===== src/rtl/ahb_pkg.sv =====
// Shared AHB-Lite encodings and the burst master's state type.
package ahb_pkg;

    localparam logic [1:0] HTRANS_IDLE   = 2'b00;
    localparam logic [1:0] HTRANS_BUSY   = 2'b01;
    localparam logic [1:0] HTRANS_NONSEQ = 2'b10;
    localparam logic [1:0] HTRANS_SEQ    = 2'b11;

    localparam logic [2:0] HBURST_SINGLE = 3'b000;
    localparam logic [2:0] HBURST_INCR   = 3'b001;
    localparam logic [2:0] HBURST_INCR4  = 3'b011;

    localparam logic [2:0] HSIZE_WORD    = 3'b010;

    localparam logic [1:0] HRESP_OKAY    = 2'b00;
    localparam logic [1:0] HRESP_ERROR   = 2'b01;

    typedef enum logic [1:0] {
        ST_IDLE = 2'd0,
        ST_ADDR = 2'd1,
        ST_DATA = 2'd2,
        ST_ERR  = 2'd3
    } state_t;

    // Zero beats means one; anything past the maximum saturates.
    function automatic logic [2:0] clamp_len(input logic [2:0] len, input logic [2:0] max_len);
        if (len == 3'd0) begin
            return 3'd1;
        end else if (len > max_len) begin
            return max_len;
        end else begin
            return len;
        end
    endfunction

    function automatic logic [2:0] burst_for_len(input logic [2:0] len);
        case (len)
            3'd1:    return HBURST_SINGLE;
            3'd4:    return HBURST_INCR4;
            default: return HBURST_INCR;
        endcase
    endfunction

endpackage


===== src/rtl/ahb_lite_burst_master.sv =====
// AHB-Lite initiator: turns one command into a SINGLE/INCR/INCR4 word burst with
// pipelined address/data phases, wait-state handling and ERROR cancellation.
module ahb_lite_burst_master
    import ahb_pkg::*;
#(
    parameter int unsigned MAX_BEATS = 4,
    parameter int unsigned ADDR_W    = 32
) (
    input  logic              HCLK,
    input  logic              HRESET,
    input  logic              cmd_valid,
    output logic              cmd_ready,
    input  logic              cmd_write,
    input  logic [ADDR_W-1:0] cmd_addr,
    input  logic [2:0]        cmd_len,
    input  logic [127:0]      cmd_wdata,
    output logic              rsp_valid,
    output logic [31:0]       rsp_rdata,
    output logic              done,
    output logic              done_err,
    output logic [ADDR_W-1:0] HADDR,
    output logic [1:0]        HTRANS,
    output logic              HWRITE,
    output logic [2:0]        HSIZE,
    output logic [2:0]        HBURST,
    output logic [31:0]       HWDATA,
    input  logic [31:0]       HRDATA,
    input  logic              HREADY,
    input  logic [1:0]        HRESP
);

    localparam logic [2:0] LP_MAX_BEATS = 3'(MAX_BEATS);

    state_t            r_state, w_state;
    logic [2:0]        r_len, w_len;
    logic [2:0]        r_abeat, w_abeat;
    logic [2:0]        r_dbeat, w_dbeat;
    logic [127:0]      r_wdata, w_wdata;

    logic [1:0]        w_htrans;
    logic [ADDR_W-1:0] w_haddr;
    logic              w_hwrite;
    logic [2:0]        w_hburst;
    logic [31:0]       w_hwdata;
    logic              w_cmd_ready;
    logic              w_rsp_valid;
    logic [31:0]       w_rsp_rdata;
    logic              w_done;
    logic              w_done_err;

    logic [2:0]        w_cmd_len;
    logic [ADDR_W-1:0] w_cmd_addr;
    logic              w_err;
    logic [1:0]        w_nidx;
    logic [31:0]       w_nword;

    assign HSIZE      = HSIZE_WORD;
    assign w_cmd_len  = clamp_len(cmd_len, LP_MAX_BEATS);
    assign w_cmd_addr = cmd_addr & ~ADDR_W'(3);
    assign w_err      = (HRESP == HRESP_ERROR) || HRESP[1];
    assign w_nidx     = r_dbeat[1:0] + 2'd1;
    assign w_nword    = r_wdata[{w_nidx, 5'd0} +: 32];

    always_comb begin
        w_state     = r_state;
        w_len       = r_len;
        w_abeat     = r_abeat;
        w_dbeat     = r_dbeat;
        w_wdata     = r_wdata;
        w_htrans    = HTRANS;
        w_haddr     = HADDR;
        w_hwrite    = HWRITE;
        w_hburst    = HBURST;
        w_hwdata    = HWDATA;
        w_cmd_ready = cmd_ready;
        w_rsp_valid = 1'b0;
        w_rsp_rdata = rsp_rdata;
        w_done      = 1'b0;
        w_done_err  = 1'b0;

        case (r_state)
            ST_IDLE: begin
                w_cmd_ready = 1'b1;
                if (cmd_valid && cmd_ready) begin
                    w_state     = ST_ADDR;
                    w_cmd_ready = 1'b0;
                    w_htrans    = HTRANS_NONSEQ;
                    w_haddr     = w_cmd_addr;
                    w_hwrite    = cmd_write;
                    w_hburst    = burst_for_len(w_cmd_len);
                    w_len       = w_cmd_len;
                    w_abeat     = 3'd0;
                    w_dbeat     = 3'd0;
                    w_wdata     = cmd_wdata;
                end
            end

            ST_ADDR: begin
                if (HREADY) begin
                    w_state  = ST_DATA;
                    w_dbeat  = 3'd0;
                    w_hwdata = r_wdata[31:0];
                    if (r_len > 3'd1) begin
                        w_htrans = HTRANS_SEQ;
                        w_haddr  = HADDR + ADDR_W'(4);
                        w_abeat  = 3'd1;
                    end else begin
                        w_htrans = HTRANS_IDLE;
                    end
                end
            end

            ST_DATA: begin
                // The next address was still on the bus; cancelling it here is the
                // one place control changes while HREADY is low.
                if (w_err) begin
                    w_htrans = HTRANS_IDLE;
                    if (HREADY) begin
                        w_state    = ST_IDLE;
                        w_done     = 1'b1;
                        w_done_err = 1'b1;
                    end else begin
                        w_state = ST_ERR;
                    end
                end else if (HREADY) begin
                    if (!HWRITE) begin
                        w_rsp_valid = 1'b1;
                        w_rsp_rdata = HRDATA;
                    end
                    if (r_dbeat == r_len - 3'd1) begin
                        w_state  = ST_IDLE;
                        w_htrans = HTRANS_IDLE;
                        w_done   = 1'b1;
                    end else begin
                        w_dbeat  = r_dbeat + 3'd1;
                        w_hwdata = w_nword;
                        if (r_abeat + 3'd1 < r_len) begin
                            w_htrans = HTRANS_SEQ;
                            w_haddr  = HADDR + ADDR_W'(4);
                            w_abeat  = r_abeat + 3'd1;
                        end else begin
                            w_htrans = HTRANS_IDLE;
                        end
                    end
                end
            end

            ST_ERR: begin
                if (HREADY) begin
                    w_state    = ST_IDLE;
                    w_done     = 1'b1;
                    w_done_err = 1'b1;
                end
            end

            default: begin
                w_state = ST_IDLE;
            end
        endcase
    end

    always_ff @(posedge HCLK) begin
        if (HRESET) begin
            r_state   <= ST_IDLE;
            r_len     <= 3'd1;
            r_abeat   <= '0;
            r_dbeat   <= '0;
            r_wdata   <= '0;
            HTRANS    <= HTRANS_IDLE;
            HADDR     <= '0;
            HWRITE    <= 1'b0;
            HBURST    <= HBURST_SINGLE;
            HWDATA    <= '0;
            cmd_ready <= 1'b1;
            rsp_valid <= 1'b0;
            rsp_rdata <= '0;
            done      <= 1'b0;
            done_err  <= 1'b0;
        end else begin
            r_state   <= w_state;
            r_len     <= w_len;
            r_abeat   <= w_abeat;
            r_dbeat   <= w_dbeat;
            r_wdata   <= w_wdata;
            HTRANS    <= w_htrans;
            HADDR     <= w_haddr;
            HWRITE    <= w_hwrite;
            HBURST    <= w_hburst;
            HWDATA    <= w_hwdata;
            cmd_ready <= w_cmd_ready;
            rsp_valid <= w_rsp_valid;
            rsp_rdata <= w_rsp_rdata;
            done      <= w_done;
            done_err  <= w_done_err;
        end
    end

endmodule

===== config.mk =====
export PLATFORM = sky130hd
export DESIGN_NAME = ahb_lite_burst_master
export DESIGN_NICKNAME = d
export VERILOG_FILES = /design/src/rtl/ahb_pkg.sv /design/src/rtl/ahb_lite_burst_master.sv
export SDC_FILE = /design/constraint.sdc
export NUM_CORES = 1
export LEC_CHECK = 0
export BUFFER_PORTS_ARGS = -buffer_cell sky130_fd_sc_hd__buf_2
export CORE_AREA = 8 8 177 146
export DETAILED_ROUTE_END_ITERATION = 7
export DIE_AREA = 0 0 185 154
export HOLD_SLACK_MARGIN = 0.05
export PLACE_DENSITY = 0.76
export SLEW_MARGIN = 20
export SYNTH_ARGS = -nofsm -noshare
export SYNTH_HDL_FRONTEND = slang
export SYNTH_SLANG_ARGS = --single-unit
export TNS_END_PERCENT = 50

===== constraint.sdc =====
create_clock -name HCLK -period 2.6 [get_ports HCLK]
set_clock_uncertainty 0.2 [all_clocks]
set_input_delay 0.52 -clock HCLK [delete_from_list [all_inputs] [get_ports HCLK]]
set_output_delay 0.52 -clock HCLK [all_outputs]
set_load 0.03 [all_outputs]

==> metrics.csv, run 1 <==
stage,metric,value,unit
status,status,"complete, no violations",
worst_hold_path,hold_path.class,in2reg,
synth,ys_seq_area_frac,0.457,
grt,grt_overflow,0,
routing,vias,11600,
power_and_ir_drop,power_frac_seq,0.338,
finish,nFillCells,1865,
synth,syn_inst,1373,
die,row_count,50,
power_and_ir_drop,p_leak,5.95,nW
sta,rsz0062_at_grt,no,
setup_path,reg2regPathDepth,8,
sta,finalSetupViolCount,0,
setup_path,cp-start-kind,register,
routing,route.detailed.drc,0,
routing,drtAntennaViolNets,0,
sta,maxSlewViolCount,0,
routing,drt_iter0_markers,1076,
finish,layout.cells.non_filler,2112,
synth,yosys.cell_types.count,63,
synth,syn_area,0.0106,mm2
synth,ys_seq_elements,242,
routing,avgViaCountPerCell,5.49,
synth,synth-edff-count,0,
finish,final_cell_mix,"400 x nand2_1, 301 x buf_2, 239 x a21oi_1, 238 x dfxtp_1, 142 x dlygate4sd3_1",
routing,routed_wl,37.5,mm
place,dpl.hpwl,23.0,mm
sta,tightest_slew,616,ps
finish,regArea,0.00485,mm2
die,start_util,0.463,
finish,drive_gt1_frac,0.248,
grt,grt_use_total,0.249,
grt,grt_pass1_vias,11500,
grt,grt_start_max_net_pins,139,
setup_path,crit_arrival,2720,ps
die,pin_count,311,
setup_path,criticalPathCategory,reg2reg,
finish,multi_input_area,0.00534,mm2
power_and_ir_drop,p_switching,6.06,mW
setup_path,cp_max_fo,10,
clock_tree,cts-buffers-inserted,26,
clock_tree,cts-root-buf,clkbuf_16,
place,placed_cells,1917,
die,core_area,0.0229,mm2
clock_tree,path_clk_slew,60,ps
sta,fmax,404,MHz
sta,fin_crit_sh,0.952,
sta,finalCriticalPeriod,2470,ps
finish,syn2layout_area_growth,40.5,%
power_and_ir_drop,switching_share,0.407,
finish,final_common_cell,nand2_1,
power_and_ir_drop,peakVddDrop,0.604,mV
clock_tree,cts_sinks,242,
clock_tree,clk_path_buf_depth,3,
setup_path,cp_data_required_time,2840,ps
run,maxCapViolCount,0,
synth,syn_avg_cell_area,7.72,um2
setup_path,cp-end-kind,register,
die,die_y,154,um
sta,slew_headroom,0.589,
finish,nets,1989,
clock_tree,cts_tree,done,
sta,finalSetupTns,0,ps
grt,grt_pass1_wl,59.1,mm
power_and_ir_drop,internal_power,8.82,mW
synth,dominantRegCellSynth,dfxtp_1,
power_and_ir_drop,combPwrFrac,0.418,
power_and_ir_drop,power.density,1000,mW/mm2
place,io_buffers,302,
worst_hold_path,hold_depth,3,
sta,hold_viol,0,
power_and_ir_drop,power_frac_clock,0.244,
clock_tree,h-tree-depth,1,
clock_tree,clkLatencyLatePin,520,ps
die,fp.dieArea,0.0285,mm2
die,dieWidth,185,um
synth,ys_warn_count,0,
routing,drt-pass1-iter-count,7,
grt,antenna_found_initial,3,
place,routabilityCongestion,0.874,
synth,async_reset_ff_frac,0,
routing,wl_per_cell,17.7,um
stage by stage:
stage | power, mW | area [um2] | setup slack [ps] | util | hold WS (ps)
3_3_place_gp | 10.7 | 12500 | 126 | 0.548 | 238
3_5_place_dp | 10.9 | 12500 | 67.2 | 0.548 | 244
4_1_cts | 14.7 | 14800 | 48.5 | 0.647 | 50.5
5_1_grt | 15.7 | 14900 | 3.09 | 0.650 | 54.8
2_1_floorplan | 8.86 | 10600 | 44.2 | - | 231
6_report | 14.9 | 14900 | 126 | 0.650 | 63.3
state kept, by name, summed over array words and instances (netlist names), 2 cells and up:
name	count
HADDR	30
r_len	3
HWDATA	32
r_state	2
HTRANS	2
r_abeat	3
rsp_rdata	32
HBURST	2
r_dbeat	3
r_wdata	128
cells by family after synthesis:
group	share of synthesized area
DFF	0.457
muxes	0.0358
other	0.000709
adders and majority gates	0.0118
and+or+nand+nor	0.214
buffers and inverters	0.0490
AOI/OAI and AO/OA	0.225
xor gates and xnor gates	0.00638
what timing repair did:
action	in CTS	in global routing
endpoints found under the setup margin	0	25
hold buffers	142	0
resized for setup	0	9
buffers inserted	0	1
hold endpoints to repair	142	0
path summary, 6_finish.rpt:
kind	startpoint	to	slack [ps]
worst min-delay path	cmd_wdata[18]	r_wdata[18]	60
worst max-delay path	r_len[1]	HADDR[20]	130
worst max register to register	r_len[1]	HADDR[20]	130
worst min register to register	r_wdata[66]	r_wdata[66]	250
power by group through the flow:
stage | clock (mW) | combinational [mW] | sequential [mW]
after CTS | 3.69 | 5.99 | 5.00
after global placement | 0 | 5.70 | 5.05
after detailed placement | 0 | 5.80 | 5.08
after global routing | 3.83 | 6.73 | 5.12
after floorplan | 0 | 3.25 | 5.61
final | 3.63 | 6.22 | 5.03
critical path: stages (launching register included):
cell and delay, ps:
dfxtp_1 360, inv_1 90, ha_1 290, xnor2_1 170, or4_4 580, o2111ai_4 200, buf_4 240, o21ai_0 110
a21oi_1 170
per-layer routing:
layer / track usage / routed length (um)
met4: 0.105 / 1360
met2: 0.409 / 17400
met5: 0 / 0
met1: 0.309 / 15600
met3: 0.0556 / 3180
area by class of cell:
class / instances / area share
Tap cell: 312 / 0.0262
Multi-Input combinational cell: 1005 / 0.358
Clock buffer: 35 / 0.0501
Antenna cell: 4 / 0.000672
Clock inverter: 12 / 0.00630
Sequential cell: 242 / 0.326
Timing Repair Buffer: 486 / 0.228
Inverter: 16 / 0.00403
cells in the mapped netlist (all sizes together) (5+ instances only):
| cell type | count | area, um2 |
|---|---|---|
| o31a | 7 | 61.3 |
| nor2 | 19 | 71.3 |
| o22ai | 26 | 163 |
| nand3 | 18 | 103 |
| nand2 | 400 | 1500 |
| buf | 17 | 93.8 |
| nor3 | 17 | 85.1 |
| or4 | 5 | 43.8 |
| or3 | 5 | 31.3 |
| dfxtp | 242 | 4840 |
| nand4 | 11 | 75.1 |
| nand3b | 9 | 67.6 |
| clkbuf | 97 | 365 |
| a211oi | 5 | 37.5 |
| a21oi | 241 | 1210 |
| o32ai | 10 | 87.6 |
| inv | 15 | 56.3 |
| nor4 | 12 | 75.1 |
| o21ai | 76 | 380 |
| ha | 10 | 125 |
| mux2 | 31 | 349 |
| nor2b | 14 | 87.6 |
| o211ai | 31 | 233 |
No activity file was read; power rests on OpenSTA's default activity.
==> run 2, diff against run 1 <==
- CELL_PAD_IN_SITES_DETAIL_PLACEMENT: not set -> 1
- CELL_PAD_IN_SITES_GLOBAL_PLACEMENT: not set -> 1
- CORE_AREA: 8 8 177 146 -> 8 8 210 172
- DIE_AREA: 0 0 185 154 -> 0 0 218 180
- PLACE_DENSITY: 0.76 -> not set
- PLACE_DENSITY_LB_ADDON: not set -> 0.1
==> run 2 against run 1 <==
Effect of this change: die area increased by 38%; utilization shrank 18 points; via count shrank 1.1%; sequential power about the same; routed wire length up 19%; worst setup slack better by 42 ps; maximum frequency is 1.7% higher; register-to-register slack gained 40 ps; critical endpoint is now HADDR[21].
==> metrics.csv, run 2 (synthesis results as in run 1) <==
stage,metric,value,unit
status,status,"complete, no violations",
sta,tightest_slew,586,ps
die,core_area,0.0329,mm2
finish,regArea,0.00485,mm2
place,dpl.hpwl,27.9,mm
setup_path,cp-end-kind,register,
routing,routed_wl,44.5,mm
setup_path,crit_buf_inv,1,
die,fp.dieArea,0.0392,mm2
finish,final_common_cell,nand2_1,
finish,nets,2022,
clock_tree,clkLatencyLatePin,550,ps
place,routabilityCongestion,0.802,
clock_tree,cts-buffers-inserted,28,
die,die_y,180,um
grt,antenna_found_initial,3,
run,maxCapViolCount,0,
finish,reg_top3,"r_wdata: 128 flops, HWDATA: 32 flops, rsp_rdata: 32 flops",
grt,grt_use_total,0.218,
finish,nFillCells,4051,
die,row_count,60,
clock_tree,h-tree-depth,1,
routing,drtAntennaViolNets,0,
sta,finalSetupViolCount,0,
routing,avgViaCountPerCell,5.06,
setup_path,crit_top_cell,ha_1,
die,pin_count,311,
grt,grt_start_max_net_pins,94,
setup_path,crit_chain,ha_1 -> xor2_1 -> ha_1 -> a21oi_1 -> o21a_1 -> o2111ai_2 -> buf_12 -> a21o_1 -> a221oi_2,
finish,syn2layout_area_growth,45.3,%
grt,grt.busiest_layer,met2,
clock_tree,cts_tree,done,
clock_tree,cts-root-buf,clkbuf_16,
finish,top_register,r_wdata,
finish,multi_input_area,0.00533,mm2
routing,drt_iter0_markers,613,
setup_path,critPathSlowestCell,dfxtp_1,
grt,gr-usage-met3,0.0399,
clock_tree,clk_path_buf_depth,3,
sta,rsz0062_at_grt,no,
setup_path,cp-start-kind,register,
die,start_util,0.322,
sta,fmax,411,MHz
finish,finalInstanceArea,0.0154,mm2
sta,slew_headroom,0.609,
place,io_buffers,302,
setup_path,crit_arrival,2700,ps
grt,grtUsageMet1,0.291,
power_and_ir_drop,p_leak,6.13,nW
power_and_ir_drop,power.density,1010,mW/mm2
setup_path,crit_family,compound AO/OA/AOI/OAI gates,
sta,finalCriticalPeriod,2430,ps
setup_path,cp_data_required_time,2870,ps
routing,vias,11500,
routing,wl_per_cell,19.7,um
sta,fin_crit_sh,0.935,
grt,grt_overflow,0,
grt,grt_pass1_vias,11900,
sta,hold_viol,0,
finish,final_cell_mix,"400 x nand2_1, 301 x buf_2, 240 x a21oi_1, 239 x dfxtp_1, 161 x dlygate4sd3_1",
routing,drt-pass1-iter-count,4,
routing,route.detailed.drc,0,
worst_hold_path,hold_path.class,in2reg,
grt,grtUsageMet2,0.361,
place,placed_area,0.0128,mm2
die,dieWidth,218,um
sta,maxSlewViolCount,0,
finish,drive_gt1_frac,0.246,
clock_tree,path_clk_slew,60,ps
setup_path,cp_max_fo,23,
setup_path,criticalPathCategory,reg2reg,
power_and_ir_drop,power,15.6,mW
grt,grt_pass1_wl,69.6,mm
power_and_ir_drop,peakVddDrop,0.678,mV
finish,largest_reg_flops,128,
setup_path,max_stage_delay,370,ps
clock_tree,cts_sinks,242,
==> run 2: cell type report <==
cell class                 instances  area share
antenna                            1    0.000163
timing repair buffer             516       0.240
inverter                          16     0.00390
sequential                       242       0.315
multi-input combinational       1006       0.346
clock buffer                      45      0.0549
tap                              434      0.0353
clock inverter                     3     0.00423
==> run 2: path summary, 6_finish.rpt <==
check	startpoint	to	slack (ps)	depth (start not counted)
hold reg to reg	rsp_rdata[23]	rsp_rdata[23]	250	2
hold / removal	HREADY	done_err	90	3
setup / recovery	r_abeat[0]	HADDR[21]	170	9
setup reg to reg	r_abeat[0]	HADDR[21]	170	9
==> run 2: through the flow <==
step / utilization / instances / hold WS, ps / setup WS, ps / setup TNS [ps]
after floorplan: - / 1377 / 231 / 44.2 / 0
after global placement: 0.390 / 2050 / 237 / -43.5 / -834
after detailed placement: 0.390 / 2050 / 243 / -101 / -2750
after CTS: 0.467 / 2260 / 64.5 / 10.8 / 0
after global routing: 0.468 / 2263 / 75.6 / 4.13 / 0
final: 0.468 / 2263 / 93.7 / 168 / 0
==> run 2: timing repair <==
action | in CTS | in global routing
buffers inserted | 0 | 2
endpoints found under the setup margin | 32 | 46
resized for setup | 0 | 3
pin swaps | 1 | 2
cloned | 1 | 0
hold buffers | 161 | 0
hold endpoints to repair | 161 | 0
==> run 2: where the power goes <==
part | switching (mW) | leakage (nW) | internal [mW] | total, mW
Sequential | 0.602 | 1.97 | 4.45 | 5.05
Clock | 1.59 | 0.445 | 2.40 | 3.98
Combinational | 4.17 | 3.71 | 2.36 | 6.53
Total | 6.36 | 6.13 | 9.20 | 15.6
==> run 2: worst min-delay path, delay by kind of cell <==
family          cells  cell delay [ps]
simple gates        1               80
compound gates      1               40
buf+inv             1              140
==> run 2: per-layer routing <==
| metal | up-vias | wire length, um |
|---|---|---|
| met2 | 233 | 20900 |
| met4 | 4 | 895 |
| li1 | 5618 | - |
| met3 | 66 | 1910 |
| met5 | - | 24 |
| met1 | 5540 | 20900 |
==> run 3, diff against run 2 <==
- CORE_AREA: 8 8 210 172 -> 8 8 211 193
- DIE_AREA: 0 0 218 180 -> 0 0 219 201
- SETUP_SLACK_MARGIN: not set -> 0.2
==> run 3 against run 2 <==
Effect of this change: clock power barely moved; flip-flop and latch count did not move; sequential power rose by 1%; largest power group unchanged; non-clock buffer count fell by 3; sequential share of layout area fell by 0.35 points; critical path type unchanged; worst hold slack got worse by 12 ps; critical path depth did not move; cell count rose by 2.1%; register-to-register slack improved by 20 ps.
==> metrics.csv, run 3 (synthesis results as in run 1) <==
stage,metric,value,unit
clock_tree,clk_path_buf_depth,3,
setup_path,critPathSlowestCell,or4_4,
die,dieWidth,219,um
setup_path,cp_data_required_time,2870,ps
sta,fmax,415,MHz
die,pin_count,311,
grt,grt_start_max_net_pins,119,
run,maxCapViolCount,0,
setup_path,cp-end-kind,register,
sta,tightest_slew,567,ps
finish,syn2layout_area_growth,47.5,%
place,routabilityCongestion,0.789,
finish,nets,2019,
setup_path,crit_family,simple AND/OR/NAND/NOR gates,
clock_tree,cts_sinks,242,
setup_path,crit_arrival,2680,ps
sta,finalCriticalPeriod,2410,ps
finish,layout.cells.non_filler,2311,
grt,grt_pass1_wl,68.9,mm
finish,largest_reg_flops,128,
die,die_y,201,um
sta,slew_headroom,0.622,
power_and_ir_drop,power,15.9,mW
sta,finalSetupViolCount,0,
clock_tree,clkLatencyLatePin,550,ps
finish,final_cell_mix,"400 x nand2_1, 301 x buf_2, 239 x a21oi_1, 229 x dfxtp_1, 159 x dlygate4sd3_1",
finish,drive_gt1_frac,0.261,
sta,finalSetupTns,0,ps
setup_path,crit_chain,inv_1 -> ha_4 -> xnor2_4 -> or4_4 -> buf_4 -> o2111ai_2 -> buf_12 -> o21ai_0 -> a21oi_1,
routing,avgViaCountPerCell,4.94,
sta,hold_viol,0,
die,row_count,67,
routing,drt_iter0_markers,502,
routing,drt-pass1-iter-count,4,
clock_tree,cts-buffers-inserted,29,
finish,reg_top3,"r_wdata: 128 flops, HWDATA: 32 flops, rsp_rdata: 32 flops",
clock_tree,h-tree-depth,1,
clock_tree,cts-root-buf,clkbuf_16,
grt,grt_overflow,0,
die,core_area,0.0369,mm2
power_and_ir_drop,p_leak,6.17,nW
setup_path,crit_buf_inv,3,
setup_path,cp_max_fo,38,
sta,fin_crit_sh,0.926,
sta,rsz0062_at_grt,yes,
die,fp.dieArea,0.0440,mm2
place,dpl.hpwl,29.1,mm
setup_path,cp-start-kind,register,
status,status,"complete, no violations",
grt,antenna_found_initial,3,
grt,grt_use_total,0.193,
routing,drtAntennaViolNets,0,
routing,routed_wl,44.2,mm
place,io_buffers,302,
clock_tree,path_clk_slew,60,ps
power_and_ir_drop,peakVddDrop,0.466,mV
routing,wl_per_cell,19.1,um
finish,top_register,r_wdata,
grt,grt_pass1_vias,12100,
power_and_ir_drop,power.density,1010,mW/mm2
finish,nFillCells,4432,
worst_hold_path,hold_path.class,in2reg,
setup_path,criticalPathCategory,reg2reg,
clock_tree,cts_tree,done,
setup_path,max_stage_delay,560,ps
die,start_util,0.287,
sta,maxSlewViolCount,0,
finish,final_common_cell,nand2_1,
routing,vias,11400,
place,placed_cells,2091,
routing,route.detailed.drc,0,
run 3: worst register-to-register path, cell delays in order (launching register included):
cell	delay (ps)
dfxtp_2	320
inv_1	60
ha_4	260
xnor2_4	140
or4_4	560
buf_4	150
o2111ai_2	90
buf_12	240
o21ai_0	150
a21oi_1	160
run 3: power by group:
part / total (mW) / switching, mW / internal (mW)
sequential: 5.11 / 0.643 / 4.47
clock: 3.98 / 1.59 / 2.38
combinational: 6.77 / 4.21 / 2.57
total: 15.9 / 6.44 / 9.42
run 3: final timing paths:
check	startpoint	slack (ps)	end	cells past startpoint
worst min-delay path	cmd_wdata[52]	80	r_wdata[52]	3
worst max-delay path	r_len[0]	190	HADDR[25]	9
worst max register to register	r_len[0]	190	HADDR[25]	9
worst min register to register	r_wdata[107]	250	r_wdata[107]	2
run 3: per-stage QoR:
step	area, um2	setup slack (ps)	utilization	hold slack (ps)
floorplan	10600	120	-	231
global placement	12800	-4.55	0.348	238
detailed placement	12800	-59.0	0.348	245
CTS	15500	143	0.421	54.2
global route	15600	95.6	0.424	86.2
finish	15600	192	0.424	81.3
run 3: repair_timing:
action                                 4_1_cts  5_1_grt
buffers inserted                             6        1
setup endpoints to repair                   65       70
resized for setup                           12       21
gates cloned                                 1        1
pin swaps                                    5        7
hold buffers                               159        0
endpoints found under the hold margin      159        0
run 3: area by class of cell:
| cell class | instances | area (um2) | area share |
|---|---|---|---|
| clock inverters | 6 | 57.6 | 0.00368 |
| multi-input cells | 1005 | 5420 | 0.347 |
| repair buffers | 513 | 3750 | 0.240 |
| diodes | 2 | 5.00 | 0.000320 |
| well taps | 483 | 604 | 0.0387 |
| flip-flops and latches | 242 | 4870 | 0.311 |
| clock buffers | 44 | 872 | 0.0558 |
| inverters | 16 | 60.1 | 0.00384 |
run 3: routing by layer:
layer | vias to the layer above | wire, um | global-route usage
li1 | 5609 | - | -
met1 | 5482 | 20000 | 0.246
met2 | 253 | 21200 | 0.333
met3 | 59 | 2060 | 0.0350
met4 | 4 | 935 | 0.0443
met5 | - | 26 | 0
